File: src/rtl/bcd_entry_ctrl_pkg.sv
// Shared calculator definitions: key codes, entry FSM states and the signed-BCD operand layout.
// Every calculator block imports this package.
package calc_pkg;

  localparam logic [3:0] KEY_SIGN = 4'hA;
  localparam logic [3:0] KEY_BKSP = 4'hB;
  localparam logic [3:0] KEY_CLR  = 4'hC;
  localparam logic [3:0] KEY_ENT  = 4'hE;

  localparam int MAG_LIMIT  = 127;
  localparam int NUM_DIGITS = 3;

  typedef enum logic [1:0] {
    EMPTY     = 2'd0,
    ENTRY     = 2'd1,
    COMMITTED = 2'd2
  } entry_state_t;

  typedef logic [3:0] bcd_digit_t;

  typedef struct packed {
    logic       sign;
    bcd_digit_t h;
    bcd_digit_t t;
    bcd_digit_t u;
  } sbcd_t;

  function automatic logic is_digit(input logic [3:0] k);
    return k <= 4'd9;
  endfunction

endpackage

File: src/rtl/bcd_entry_ctrl_if.sv
// Keypad-to-entry-stage bundle: key events in, live display and committed operand out.
interface bcd_entry_ctrl_if;
  logic        key_valid;
  logic [3:0]  key_code;
  logic [12:0] disp_bcd;
  logic [1:0]  disp_count;
  logic [12:0] num_out;
  logic        num_valid;
  logic        key_reject;
  logic [1:0]  entry_state;

  modport master (
    output key_valid, key_code,
    input  disp_bcd, disp_count, num_out, num_valid, key_reject, entry_state
  );

  modport slave (
    input  key_valid, key_code,
    output disp_bcd, disp_count, num_out, num_valid, key_reject, entry_state
  );
endinterface

File: src/rtl/bcd_entry_ctrl_mag_check.sv
// Decides whether appending digit d to the h/t/u entry stays within the digit and magnitude limits.
module bcd_mag_check
  import calc_pkg::*;
#(
  parameter int MAX_DIGITS = NUM_DIGITS,
  parameter int MAX_MAG    = MAG_LIMIT
) (
  input  bcd_digit_t h,
  input  bcd_digit_t t,
  input  bcd_digit_t u,
  input  bcd_digit_t d,
  input  logic [1:0] count,
  output logic       accept
);
  logic [10:0] cur, cand;

  // Live entry never exceeds MAX_MAG, so 11 bits hold cur*10+9 without wrap.
  always_comb begin
    cur    = 11'(h) * 11'd100 + 11'(t) * 11'd10 + 11'(u);
    cand   = cur * 11'd10 + 11'(d);
    accept = ({30'd0, count} < 32'(MAX_DIGITS)) && ({21'd0, cand} <= 32'(MAX_MAG));
  end
endmodule

File: src/rtl/bcd_entry_ctrl.sv
// Keypad operand entry: builds a signed 3-digit BCD value from key events and commits it on ENTER.
module bcd_entry_ctrl
  import calc_pkg::*;
#(
  parameter int MAX_DIGITS = NUM_DIGITS,
  parameter int MAX_MAG    = MAG_LIMIT
) (
  input  logic           clk,
  input  logic           rst_n,
  bcd_entry_ctrl_if.slave kp
);
  entry_state_t state;
  sbcd_t        live, num_q;
  logic [1:0]   cnt;
  logic         nv_q, rej_q, accept;
  bcd_digit_t   d;
  logic         live_zero;

  assign d         = kp.key_code;
  assign live_zero = (live.h == 4'd0) && (live.t == 4'd0) && (live.u == 4'd0);

  bcd_mag_check #(
    .MAX_DIGITS(MAX_DIGITS),
    .MAX_MAG   (MAX_MAG)
  ) u_mag (
    .h     (live.h),
    .t     (live.t),
    .u     (live.u),
    .d     (d),
    .count (cnt),
    .accept(accept)
  );

  always_ff @(posedge clk or negedge rst_n) begin
    if (!rst_n) begin
      state <= EMPTY;
      live  <= '0;
      cnt   <= 2'd0;
      num_q <= '0;
      nv_q  <= 1'b0;
      rej_q <= 1'b0;
    end else begin
      nv_q  <= 1'b0;
      rej_q <= 1'b0;
      if (!(state inside {EMPTY, ENTRY, COMMITTED})) begin
        state <= EMPTY;
        live  <= '0;
        cnt   <= 2'd0;
      end else if (kp.key_valid) begin
        if (is_digit(kp.key_code)) begin
          if (state == COMMITTED) begin
            // A digit after a commit starts a fresh positive entry immediately.
            live  <= {1'b0, 4'd0, 4'd0, d};
            cnt   <= {1'b0, d != 4'd0};
            state <= (d != 4'd0) ? ENTRY : EMPTY;
          end else if (!accept) begin
            rej_q <= 1'b1;
          end else if (d != 4'd0 || cnt != 2'd0) begin
            live.h <= live.t;
            live.t <= live.u;
            live.u <= d;
            cnt    <= cnt + 2'd1;
            state  <= ENTRY;
          end
        end else begin
          case (kp.key_code)
            KEY_SIGN: begin
              if (state == COMMITTED) begin
                live  <= {1'b1, 12'd0};
                cnt   <= 2'd0;
                state <= EMPTY;
              end else begin
                live.sign <= ~live.sign;
              end
            end
            KEY_BKSP: begin
              if (state == ENTRY) begin
                live.u <= live.t;
                live.t <= live.h;
                live.h <= 4'd0;
                cnt    <= cnt - 2'd1;
                if (cnt == 2'd1) state <= EMPTY;
              end else begin
                rej_q <= 1'b1;
              end
            end
            KEY_CLR: begin
              live  <= '0;
              cnt   <= 2'd0;
              state <= EMPTY;
            end
            KEY_ENT: begin
              if (state != COMMITTED) begin
                // Zero magnitude commits as +0 regardless of the sign toggle.
                num_q <= {live.sign & ~live_zero, live.h, live.t, live.u};
                state <= COMMITTED;
              end
              nv_q <= 1'b1;
            end
            default: rej_q <= 1'b1;
          endcase
        end
      end
    end
  end

  assign kp.disp_bcd    = (state == COMMITTED) ? num_q : live;
  assign kp.disp_count  = cnt;
  assign kp.num_out     = num_q;
  assign kp.num_valid   = nv_q;
  assign kp.key_reject  = rej_q;
  assign kp.entry_state = state;
endmodule

File: src/flat_wrapper.sv
// flat-port wrapper written by rule: the top's interface ports become plain ports
module bcd_entry_ctrl_flat import calc_pkg::*;
#(
  parameter int MAX_DIGITS = NUM_DIGITS,
  parameter int MAX_MAG    = MAG_LIMIT
)
  (clk, rst_n, kp_key_valid, kp_key_code, kp_disp_bcd, kp_disp_count, kp_num_out, kp_num_valid, kp_key_reject, kp_entry_state);
  bcd_entry_ctrl_if kp_i ();
  input  logic clk;
  input  logic rst_n;
  input wire logic [$bits(kp_i.key_valid)-1:0] kp_key_valid;
  input wire logic [$bits(kp_i.key_code)-1:0] kp_key_code;
  output wire logic [$bits(kp_i.disp_bcd)-1:0] kp_disp_bcd;
  output wire logic [$bits(kp_i.disp_count)-1:0] kp_disp_count;
  output wire logic [$bits(kp_i.num_out)-1:0] kp_num_out;
  output wire logic [$bits(kp_i.num_valid)-1:0] kp_num_valid;
  output wire logic [$bits(kp_i.key_reject)-1:0] kp_key_reject;
  output wire logic [$bits(kp_i.entry_state)-1:0] kp_entry_state;
  assign kp_i.key_valid = kp_key_valid;
  assign kp_i.key_code = kp_key_code;
  assign kp_disp_bcd = kp_i.disp_bcd;
  assign kp_disp_count = kp_i.disp_count;
  assign kp_num_out = kp_i.num_out;
  assign kp_num_valid = kp_i.num_valid;
  assign kp_key_reject = kp_i.key_reject;
  assign kp_entry_state = kp_i.entry_state;
  bcd_entry_ctrl #(.MAX_DIGITS(MAX_DIGITS), .MAX_MAG(MAX_MAG)) u_core (.clk(clk), .rst_n(rst_n), .kp(kp_i));
endmodule
File: config.mk
export PLATFORM = sky130hd
export DESIGN_NAME = bcd_entry_ctrl_flat
export DESIGN_NICKNAME = d
export VERILOG_FILES = /design/src/rtl/bcd_entry_ctrl_pkg.sv /design/src/rtl/bcd_entry_ctrl_if.sv /design/src/rtl/bcd_entry_ctrl_mag_check.sv /design/src/rtl/bcd_entry_ctrl.sv /design/src/flat_wrapper.sv
export SDC_FILE = /design/constraint.sdc
export NUM_CORES = 1
export LEC_CHECK = 0
export CAP_MARGIN = 15
export CORE_UTILIZATION = 40
export DETAILED_ROUTE_END_ITERATION = 8
export DONT_BUFFER_PORTS = 1
export PLACE_DENSITY_LB_ADDON = 0.15
export SYNTH_ARGS = -nofsm -noshare
export SYNTH_HDL_FRONTEND = slang
export SYNTH_SLANG_ARGS = --single-unit
File: constraint.sdc
create_clock -name clk -period 7.5 [get_ports clk]
set_input_delay 0.75 -clock clk [delete_from_list [all_inputs] [get_ports clk]]
set_output_delay 0.75 -clock clk [all_outputs]
set_load 0.02 [all_outputs]
Word level (Yosys, flattened, before mapping) --
Index checks and enable logic that the tools add are counted.
Word-level totals: output and inout bits 32, memories kept 0, register bits after elaboration 32, memory bits (read-only) 0, bits in writable memories 0, latch bits 0
Operators by class: order comparisons 3, $add $sub $neg 5, muxes and demuxes 44, $mul 3, bitwise logic cells 4, shifts and indexed selects 0, reduce and logical (&&, ||, !) cells 16, equality and inequality tests 19, divide/modulo/power cells 0
Operators by type and width (count):
- $mux W12 | 5
- $mux W13 | 4
- $pmux W12 S3 | 1
- $mux W2 | 17
- $add A11 B4 Y11 | 2
- $eq A4 B4 Y1 const B | 4
- $ne A4 B4 Y1 const B | 4
- $mux W1 | 13
- $logic_not A4 Y1 | 3
- $add A11 B8 Y11 | 1
- $le A11 B7 Y1 const B | 1
- $mul A11 B3 Y10 const B | 1
- $mul A4 B5 Y9 const B | 1
- $ne A4 B3 Y1 const B | 2
- $pmux W2 S4 | 1
- $reduce_and A8 Y1 | 1
- $mul A4 B3 Y7 const B | 1
- $ne A6 B6 Y1 const B | 1
- $pmux W2 S3 | 1
- $reduce_and A6 Y1 | 1
- $ne A5 B5 Y1 const B | 1
- $reduce_and A5 Y1 | 1
- $eq A2 B1 Y1 const B | 2
- $le A4 B4 Y1 const B | 1
- other kinds (18) | 24

Logic depth before layout (Yosys ltp) --
depth in word-level cells 12, depth in mapped cells 21

Cells and area by module --
A second synthesis with hierarchy kept.
Unflattened totals: cells, all modules 319, area, all modules 3075.4 µm²
Modules (own cells, without submodules):
- bcd_entry_ctrl | instances 1, area an instance 1901.8 µm², cells each 185, seq. area each 800.8 µm²
- bcd_mag_check | instances 1, area an instance 1173.6 µm², cells each 134, seq. area each 0.0 µm²

Least setup slack after synthesis --
No wires, ideal clock.
path kind register -> register, from reg u_core.live[5] (netlist name), to reg u_core.live[1] (netlist name), period minus slack after synthesis 5.014 ns, library setup time 0.125 ns, stages on the path, launching flop included 21, buffers on the path 1, setup slack 2.486 ns, arrival time 4.889 ns, cell sequence dfrtp_1 > ha_1 > ha_1 > fa_1 > ha_1 > ha_1 > o21a_1 > a21o_1 > a21o_1 > xor2_1 > ha_1 > ha_1 > nand2_1 > nor2_1 > a21oi_1 > o2111ai_1 > or4_1 > mux2i_4 > o21ai_4 > buf_6 > mux2_4
On the way: longest elaborated chain between the ends 9
RTL lines:
- $mul A4 B3 Y7 | RTL line bcd_entry_ctrl_mag_check.sv:19 | cur = 11'(h) * 11'd100 + 11'(t) * 11'd10 + 11'(u);
- $add A11 B8 Y11 | RTL line bcd_entry_ctrl_mag_check.sv:19
- $add A11 B4 Y11 | RTL line bcd_entry_ctrl_mag_check.sv:19
- $mul A11 B3 Y10 | RTL line bcd_entry_ctrl_mag_check.sv:20 | cand = cur * 11'd10 + 11'(d);
- $add A11 B4 Y11 | RTL line bcd_entry_ctrl_mag_check.sv:20
- $le A11 B7 Y1 | RTL line bcd_entry_ctrl_mag_check.sv:21 | accept = ({30'd0, count} < 32'(MAX_DIGITS)) && ({21'd0, cand} <= 32'(MAX_MAG));
- $logic_and A1 B1 Y1 | RTL line bcd_entry_ctrl_mag_check.sv:21
- $ne A4 B2 Y1 (no source line)
- $reduce_and A6 Y1 (no source line)
Parallel ways exist; a longest one is shown, timed or not. The select of a mux whose other input is x is not followed. A chain may end at the register's enable or synchronous reset.

Worst setup path after layout --
from reg u_core.live[7] (netlist name), to reg u_core.live[6] (netlist name)
On the way: longest elaborated chain between the ends 9
RTL lines (RTL line):
- $mul A4 B3 Y7 | bcd_entry_ctrl_mag_check.sv:19
- $add A11 B8 Y11 | bcd_entry_ctrl_mag_check.sv:19
- $add A11 B4 Y11 | bcd_entry_ctrl_mag_check.sv:19
- $mul A11 B3 Y10 | bcd_entry_ctrl_mag_check.sv:20
- $add A11 B4 Y11 | bcd_entry_ctrl_mag_check.sv:20
- $le A11 B7 Y1 | bcd_entry_ctrl_mag_check.sv:21
- $logic_and A1 B1 Y1 | bcd_entry_ctrl_mag_check.sv:21
- $ne A4 B2 Y1 (no source line)
- $reduce_and A6 Y1 (no source line)
No other way between the ends.

==> qor.yml <==
status: "finished, final reports clean"
gr-max-usage-layer: "met2"
ys.flop_type: "dfrtp_1"
numClockSinks: 32
multi_input_area_um2: 2020
hold_viol: 0
stdcell_area_um2: 3170
drcViolationCount: 0
layout.area.seq_um2: 801
grtUsageMet1: 0.244
detailed_place_hpwl_um: 4730
max_cap_violations: 0
clkSlewWorstSetupHoldPaths_ns: 0.07
synth_seq_cells: 32
fin_crit_ns: 5.52
setup_viol: 0
fin_crit_sh: 0.736
totalWireLength_um: 6180
path_class: "flip-flop to flip-flop"
path_common_cell: "ha_1"
ctsResizeCount: 0
grt.met2_usage: 0.252
worst_setup_path_start_kind: "flip-flop"
n_antenna_cell: 0
ys_top_cells_by_area: "dfrtp_1 (27%), ha_1 (19%), mux2_2 (9.5%), fa_1 (4.7%), inv_1 (3.7%)"
start_util: 0.412
clock_latency_ns: 0.29
n_fill_cell: 722
antenna_found_initial: 0
grt.met3_usage: 0.0410
layout.nets: 359
io_pins: 39
syn-cell-area_um2: 2980
critPathArrivalTime_ns: 5.70
htree_levels: 2
yosys_warnings: 0
io_buffers: 0
gp_congestion: 0.776
slowest_delay_ns: 0.56
finalSetupTns_ns: 0
ant_nets: 0
worst_slack_ns: 1.98
grt_usage: 0.168
worst_slew_pin_slew_ns: 1.13
synth_common_cells: "ha_1 (44), dfrtp_1 (32), inv_1 (29)"
grt_start_max_net_pins: 33
synth_edf_count: 0
crit_fanout: 14
grt_pass1_vias: 2048
worst_setup_path_end_kind: "flip-flop"
grt_first_pass_wirelength_um: 10100
worstPathCellList: "ha_1 > ha_1 > fa_1 > ha_1 > ha_1 > o21a_1 > a21o_1 > a21o_1 > xor2_1 > ha_1 > ha_1 > o21ai_0 > o21ai_0 > a21oi_1 > xnor3_1 > mux2i_4 > o21ai_4 > mux2_2"
place_area_um2: 3060
cts_setup_buffers: 0
clk_path_buf_depth: 2
tritoncts: "built"
drt_iter0_markers: 135
synth.most_common_cell: "ha_1"
rsz0062_at_grt: "false"
drive_gt1_frac: 0.142
ys_seq_area_frac: 0.269
numCtsBuffers: 5
slew_violations: 0
place_ws_ns: 2.01
ys_types: 50
row_count: 31
max_freq_mhz: 181
async_reset_ff_frac: 1.00
die_area_um2: 7790
yosysTopAreaCell: "dfrtp_1"
grt_overflow: 0
syn_to_final_growth_pct: 6.69
die_x_um: 88.2
die_y_um: 88.2
vias: 2157
hp-class: "primary input to async pin"
via_per_inst: 5.38
synth_fp_nets: 362
clock_skew_ns: 0.00503
relSlewSlack: 0.240
crit_slowest_cell: "dfrtp_1"
ctsHoldBuffers: 0
cts_root_buf: "clkbuf_8"
routedWlPerCell_um: 15.4
netlist_instances: 304
drt-pass1-iter-count: 4
syn_avg_cell_area_um2: 9.79
core_area_um2: 7210
synth_top_area_frac: 0.269
cp.required_ns: 7.68
metrics by stage:
step	std cells	utilization	hold WS, ns
after floorplan	304	-	0.454
after global placement	393	0.425	0.455
after detailed placement	393	0.425	0.455
after CTS	401	0.440	0.143
after global routing	401	0.440	0.132
final	401	0.440	0.150
worst max-delay path, delay by kind of cell (launching register included):
kind | cells | cell delay [ns]
mux | 2 | 0.63
fa+ha+maj | 7 | 2.22
xor+xnor | 2 | 0.53
flops | 1 | 0.56
compound gates | 7 | 1.47
per-layer routing:
metal  vias up  routed length (µm)
met4         0                  16
li1       1081                   -
met1      1032                3200
met2        41                2730
met3         3                 241
met5         -                   0
cells in the final DEF (no fill, tap or decap), types with 3 or more instances in the layout:
master,n
a21o_1,9
a21oi_1,14
a22o_1,4
a2bb2oi_1,4
and3_1,4
clkbuf_8,5
dfrtp_1,32
fa_1,7
ha_1,44
inv_1,29
mux2_2,25
mux2_4,3
nand2_1,22
nand3_1,3
nand4_1,3
nor2_1,11
nor2b_1,9
nor3b_1,4
nor4_1,3
o21a_1,3
o21ai_0,16
xnor2_1,8
xor2_1,3
cell type report:
type                       count  area share
timing repair buffer           1     0.00237
sequential                    32       0.252
tap                           99      0.0390
clock buffer                   5      0.0217
inverter                      29      0.0343
multi-input combinational    232       0.637
clock inverter                 3      0.0134
cells by family after synthesis:
family / synth area share
simple gates: 0.120
mux: 0.124
compound gates: 0.162
fa+ha+maj: 0.232
xor+xnor: 0.0400
buf+inv: 0.0530
flops: 0.269
flip-flops by register name, indices dropped and copies added, names as in the netlist:
signal,count
u_core.live,13
u_core.kp.num_out,13
u_core.kp.disp_count,2
u_core.kp.key_reject,1
u_core.kp.entry_state,2
u_core.kp.num_valid,1
final timing paths:
path / from / end / slack, ns / cells after the start
max: u_core.live[7] / u_core.live[6] / 1.98 / 18
min: rst_n / u_core.live[0] / 0.15 / 0
max reg2reg: u_core.live[7] / u_core.live[6] / 1.98 / 18
min reg2reg: u_core.live[3] / u_core.kp.num_out[3] / 0.57 / 1
max in group asynchronous: rst_n / u_core.kp.key_reject / 7.27 / 0
min in group clk: u_core.live[3] / u_core.kp.num_out[3] / 0.57 / 1
Power is left out: the tool's default activity adds up to more than one toggle a clock period on the data nets, which glitch-free logic cannot reach.
